### src/rtl/nkmd_prog_loader_pkg.sv
// Shared constants for the program loader: FSM state codes, error codes
// and the default frame start marker.
package nkmd_prog_loader_pkg;

  typedef logic [2:0] state_t;

  localparam state_t ST_IDLE   = 3'd0;
  localparam state_t ST_CNT_HI = 3'd1;
  localparam state_t ST_CNT_LO = 3'd2;
  localparam state_t ST_DATA   = 3'd3;
  localparam state_t ST_CSUM   = 3'd4;

  typedef logic [1:0] err_code_t;

  localparam err_code_t ERR_NONE    = 2'd0;
  localparam err_code_t ERR_CSUM    = 2'd1;
  localparam err_code_t ERR_COUNT   = 2'd2;
  localparam err_code_t ERR_TIMEOUT = 2'd3;

  localparam logic [7:0] DEFAULT_SYNC_BYTE = 8'h4E;

endpackage

### src/rtl/nkmd_prog_word_asm.sv
// Packs payload bytes little-endian into 32-bit words and keeps the running
// XOR of every byte seen since the last clear.
module nkmd_prog_word_asm (
  input  logic        clk,
  input  logic        rst_n,
  input  logic        clear,
  input  logic [7:0]  byte_data,
  input  logic        byte_valid,
  output logic [31:0] word_data,
  output logic        word_valid,
  output logic [7:0]  csum
);

  logic [1:0]  lane;
  logic [23:0] low_bytes;

  // Bytes shift in from the top so lane 0 ends up in bits 7:0 after three shifts.
  always_ff @(posedge clk or negedge rst_n) begin
    if (!rst_n) begin
      lane      <= 2'd0;
      low_bytes <= 24'd0;
      csum      <= 8'd0;
    end else if (clear) begin
      lane      <= 2'd0;
      low_bytes <= 24'd0;
      csum      <= 8'd0;
    end else if (byte_valid) begin
      lane      <= lane + 2'd1;
      low_bytes <= {byte_data, low_bytes[23:8]};
      csum      <= csum ^ byte_data;
    end
  end

  assign word_valid = byte_valid && !clear && (lane == 2'd3);
  assign word_data  = {byte_data, low_bytes};

endmodule

### src/rtl/nkmd_prog_loader.sv
// Parses a framed program image from a byte stream, writes it word by word
// into the program ROM and releases the core once the checksum matches.
module nkmd_prog_loader
  import nkmd_prog_loader_pkg::*;
#(
  parameter int         DEPTH     = 1024,
  parameter logic [7:0] SYNC_BYTE = DEFAULT_SYNC_BYTE,
  parameter int         TIMEOUT   = 65535
) (
  input  logic        clk,
  input  logic        rst_n,
  input  logic [7:0]  rx_data_i,
  input  logic        rx_valid_i,
  output logic        rx_ready_o,
  output logic [31:0] prog_addr_o,
  output logic [31:0] prog_data_o,
  output logic        prog_ack_o,
  output logic        core_hold_o,
  output logic        busy_o,
  output logic        done_o,
  output logic        err_o,
  output logic [1:0]  err_code_o
);

  state_t      state;
  logic [7:0]  cnt_hi;
  logic [15:0] word_count;
  logic [15:0] word_idx;
  logic [31:0] timer;

  logic        accept;
  logic        asm_clear;
  logic        asm_valid;
  logic        word_valid;
  logic [31:0] word_data;
  logic [7:0]  csum;
  logic        timeout_hit;

  assign accept      = rx_valid_i && rx_ready_o;
  assign busy_o      = (state != ST_IDLE);
  assign asm_clear   = (state == ST_IDLE) && accept && (rx_data_i == SYNC_BYTE);
  assign asm_valid   = (state == ST_DATA) && accept;
  assign timeout_hit = (TIMEOUT != 0) && busy_o && !accept &&
                       ((timer + 32'd1) == 32'(TIMEOUT));

  nkmd_prog_word_asm u_word_asm (
    .clk        (clk),
    .rst_n      (rst_n),
    .clear      (asm_clear),
    .byte_data  (rx_data_i),
    .byte_valid (asm_valid),
    .word_data  (word_data),
    .word_valid (word_valid),
    .csum       (csum)
  );

  // Counts consecutive busy cycles without an accepted byte.
  always_ff @(posedge clk or negedge rst_n) begin
    if (!rst_n) begin
      timer <= 32'd0;
    end else if (!busy_o || accept || timeout_hit) begin
      timer <= 32'd0;
    end else begin
      timer <= timer + 32'd1;
    end
  end

  always_ff @(posedge clk or negedge rst_n) begin
    if (!rst_n) begin
      state       <= ST_IDLE;
      rx_ready_o  <= 1'b0;
      prog_addr_o <= 32'd0;
      prog_data_o <= 32'd0;
      prog_ack_o  <= 1'b0;
      core_hold_o <= 1'b1;
      done_o      <= 1'b0;
      err_o       <= 1'b0;
      err_code_o  <= ERR_NONE;
      cnt_hi      <= 8'd0;
      word_count  <= 16'd0;
      word_idx    <= 16'd0;
    end else begin
      rx_ready_o <= 1'b1;
      prog_ack_o <= 1'b0;
      done_o     <= 1'b0;
      if (timeout_hit) begin
        state      <= ST_IDLE;
        err_o      <= 1'b1;
        err_code_o <= ERR_TIMEOUT;
      end else if (accept) begin
        case (state)
          ST_IDLE: begin
            if (rx_data_i == SYNC_BYTE) begin
              state       <= ST_CNT_HI;
              err_o       <= 1'b0;
              err_code_o  <= ERR_NONE;
              core_hold_o <= 1'b1;
              word_idx    <= 16'd0;
            end
          end
          ST_CNT_HI: begin
            cnt_hi <= rx_data_i;
            state  <= ST_CNT_LO;
          end
          ST_CNT_LO: begin
            if ({16'd0, cnt_hi, rx_data_i} > 32'(DEPTH)) begin
              state      <= ST_IDLE;
              err_o      <= 1'b1;
              err_code_o <= ERR_COUNT;
            end else if ({cnt_hi, rx_data_i} == 16'd0) begin
              state <= ST_CSUM;
            end else begin
              word_count <= {cnt_hi, rx_data_i};
              state      <= ST_DATA;
            end
          end
          ST_DATA: begin
            if (word_valid) begin
              prog_ack_o  <= 1'b1;
              prog_addr_o <= {16'd0, word_idx};
              prog_data_o <= word_data;
              word_idx    <= word_idx + 16'd1;
              if ((word_idx + 16'd1) == word_count) begin
                state <= ST_CSUM;
              end
            end
          end
          ST_CSUM: begin
            if (rx_data_i == csum) begin
              done_o      <= 1'b1;
              core_hold_o <= 1'b0;
            end else begin
              err_o      <= 1'b1;
              err_code_o <= ERR_CSUM;
            end
            state <= ST_IDLE;
          end
          default: state <= ST_IDLE;
        endcase
      end
    end
  end

endmodule
### config.mk
export PLATFORM = sky130hd
export DESIGN_NAME = nkmd_prog_loader
export DESIGN_NICKNAME = d
export VERILOG_FILES = /design/src/rtl/nkmd_prog_loader_pkg.sv /design/src/rtl/nkmd_prog_word_asm.sv /design/src/rtl/nkmd_prog_loader.sv
export SDC_FILE = /design/constraint.sdc
export NUM_CORES = 1
export LEC_CHECK = 0
export ABC_AREA = 1
export CORE_MARGIN = 1
export CORE_UTILIZATION = 30
export CTS_CLUSTER_SIZE = 28
export DETAILED_ROUTE_END_ITERATION = 6
export DONT_BUFFER_PORTS = 1
export REMOVE_ABC_BUFFERS = 1
export SLEW_MARGIN = 0
export SYNTH_ARGS = -nofsm -noshare
export SYNTH_HDL_FRONTEND = slang
export SYNTH_SLANG_ARGS = --single-unit
### constraint.sdc
create_clock -name clk -period 5 [get_ports clk]
set_clock_uncertainty 0.2 [all_clocks]
set_input_delay 1 -clock clk [delete_from_list [all_inputs] [get_ports clk]]
set_output_delay 1 -clock clk [all_outputs]
set_load 0.02 [all_outputs]
==> impl_metrics.json <==
{
  "status": "finished with violations",
  "violations": "DRC",
  "power_density_nw_per_um2": 480,
  "areaGrowthSynthToFinish_pct": 11.1,
  "dr_wl_met3_um": 1160,
  "setup_viol": 0,
  "period_minus_slack_ns": 3.33,
  "post-route-period-util_pct": 66.6,
  "hold_slack_ns": 0.0760,
  "grt_max_degree": 165,
  "p_switching_uw": 1500,
  "cp_slowest_stage_delay_ns": 0.85,
  "clkLatencyLatePin_ns": 0.43,
  "tritoncts": "built",
  "rsz0062_at_grt": "no",
  "worst_ep_arrival_time_ns": 3.39,
  "syn_avg_cell_area_sq_um": 8.02,
  "seq_area_frac_synth_pct": 50.8,
  "coreArea_sq_um": 26200,
  "hpwl_um": 13600,
  "wl_um": 19000,
  "crit_chain": "ha_1 > nand2_1 > nor2_4 > nand2_1 > inv_1 > nand2_1 > nand3_1 > nor2_1 > nand3_1 > nor2_1 > nand3_1 > nand2_1 > nor2_1",
  "via_per_inst": 4.64,
  "gp_congestion": 0.834,
  "numCtsBuffers": 17,
  "post_cts_buffers": 0,
  "antenna_cells": 0,
  "post_route_cells_drive_above_1_share_pct": 7.08,
  "internal_power_uw": 2810,
  "post_cts_resized": 0,
  "sw_frac_of_total_pct": 34.7,
  "synth_area_leaders": "dfrtp_1, nand2_1, o21ai_0, nor2_1, inv_1",
  "rows": 59,
  "final-hold-violation-count": 0,
  "hold_class": "in2async",
  "fmax_mhz": 300,
  "grtUsageTotal_pct": 14.4,
  "drc": 5,
  "ctsHoldBuffers": 0,
  "irDropWorstVdd_uv": 231,
  "fin_tns_setup_ns": 0,
  "clock_sinks": 164,
  "syn_area_sq_um": 8080,
  "grt_pass1_wl_um": 31700,
  "synthCells": 1008,
  "ff2ff_setup_slack_ns": 1.67,
  "first_pass_iters": 7,
  "slew_viol_final": 0,
  "p_comb_share_pct": 25.5,
  "die_y_um": 166,
  "path_clk_slew_ns": 0.06,
  "r2r-start": "timer[0]",
  "highest_layer": "met4",
  "routedLengthMet1_um": 9090,
  "dr_total_vias": 6278,
  "slew_headroom_pct": 22.8,
  "wl_per_cell_um": 14.0,
  "worstMarginPinSlew_ns": 1.15,
  "synth_top_area_share_pct": 50.5,
  "antenna_left": 0,
  "clockRootBuffer": "clkbuf_16",
  "reg2regPathDepth": 13,
  "regToRegEndpoint": "timer[14]",
  "start_util_pct": 30.8,
  "n_fill_cell": 2693,
  "p_leak_uw": 0.00420,
  "grt-ovfl-total": 0,
  "path_common_cell": "nand2_1",
  "drv_cap": 0,
  "wl_met2_um": 8340,
  "cp.required_ns": 5.06,
  "cp_max_fo": 32,
  "ys_seq_elements": 164,
  "ioPinCount": 83,
  "fin_nets": 1019,
  "die-area_sq_um": 27600,
  "critPathSlowestCell": "nand2_1",
  "drt_iter0_drc": 411,
  "antenna_found_initial": 0,
  "startpoint": "timer[0]",
  "cts.path.max_buffers": 2,
  "worstSetupEndpointType": "flip-flop",
  "h-tree-depth": 4,
  "pwr-share-clk_pct": 31.7,
  "die_x_um": 166,
  "grt_pass1_vias": 6154,
  "synth.distinct_cells": 40,
  "startpoint_type": "flip-flop",
  "pwr-share-seq_pct": 42.8,
  "io_buffers": 0,
  "yosys.area.top_type": "dfrtp_1",
  "yosysWarnings": 0,
  "crit_type": "reg2reg"
}
==> through the flow <==
step | worst slack (ns) | util (%) | total power (uW) | instance area [sq um] | instances
3_3_place_gp | 1.64 | 31.9 | 2930 | 8370 | 1320
6_report | 1.67 | 34.3 | 4310 | 8980 | 1352
3_5_place_dp | 1.50 | 31.9 | 2970 | 8370 | 1320
2_1_floorplan | 0.107 | - | 2670 | 7910 | 981
4_1_cts | 1.60 | 34.3 | 4340 | 8980 | 1352
5_1_grt | 1.37 | 34.3 | 4580 | 8980 | 1352
==> worst max-delay path: cells and delay by family (launching register included) <==
family	cells	cell delay [ns]
adders and majority gates	1	0.25
DFF	1	0.41
and+or+nand+nor	11	2.19
buffers and inverters	1	0.10
==> kinds of logic after synthesis <==
group / share of synthesized area [%]
buf+inv: 8.52
flops: 50.8
compound gates: 9.78
xor+xnor: 2.38
fa+ha+maj: 0.619
other cells: 0.0929
simple gates: 27.8
==> state kept, by name (all words and copies together) (netlist names), 8 cells and up <==
signal	count
timer	32
word_count	16
prog_addr_o	16
word_idx	16
u_word_asm.low_bytes	24
cnt_hi	8
prog_data_o	32
u_word_asm.csum	8
==> per-layer routing <==
layer	up-vias	track usage (%)
met1	2966	19.3
li1	3176	-
met3	24	4.10
met5	-	0
met4	0	5.16
met2	112	22.1
==> final cells by class <==
cell class	instances	area, sq um	share of cell area, %
tap	335	419	4.67
clock inverter	11	150	1.67
clock buffer	21	460	5.13
inverter	122	458	5.10
timing repair buffer	4	30.0	0.334
multi-input combinational	695	3360	37.4
sequential	164	4110	45.7
==> cell usage after synthesis (all sizes together) <==
library cell and instances:
nand3 40, dfrtp 163, ha 4, and2 3, nand3b 12, clkinv 1
dfstp 1, or2 5, nand4 31, nor4 4, nor3b 1, o21bai 6
inv 121, o21ai 108, xor2 5, nand2 276, clkbuf 20, nor2 127
xnor2 17, a22o 1, a21oi 12, conb 2, nor3 5, buf 22
o22ai 20, o21a 1
==> how the worst max path moves through the flow <==
stage                                  to  slack (ns)
after floorplan               word_idx[4]        0.11
after detailed placement  prog_data_o[11]        1.50
after global routing            timer[14]        1.37
final                           timer[14]        1.67
after global placement    prog_data_o[14]        1.64
after CTS                       timer[14]        1.60
==> power groups by stage <==
stage          sequential, uW  clock (uW)  combinational, uW
2_1_floorplan            1810           0                863
4_1_cts                  1850        1390               1110
5_1_grt                  1890        1440               1260
3_5_place_dp             1860           0               1100
3_3_place_gp             1860           0               1080
6_report                 1850        1360               1100
==> placed cells by master (no fill, tap or decap), types with 2 or more instances in the layout <==
master / count
nand2_1: 267
dfrtp_1: 163
nor2_1: 116
inv_1: 114
o21ai_0: 99
nand3_1: 38
nand4_1: 30
o22ai_1: 20
xnor2_1: 17
conb_1: 17
clkbuf_16: 17
nand3b_1: 12
a21oi_1: 10
o21ai_1: 9
nand2_2: 7
inv_2: 7
o21bai_1: 6
nor2_4: 6
nor3_1: 5
xor2_1: 5
or2_2: 5
clkinvlp_4: 5
nor4_1: 4
ha_1: 4
buf_4: 4
and2_1: 3
nor2_2: 3
bufinv_16: 3
a21oi_2: 2
nor2_8: 2
nand2_4: 2
clkbuf_8: 2
clkbuf_1: 2
Power figures use the tool's default switching activity.
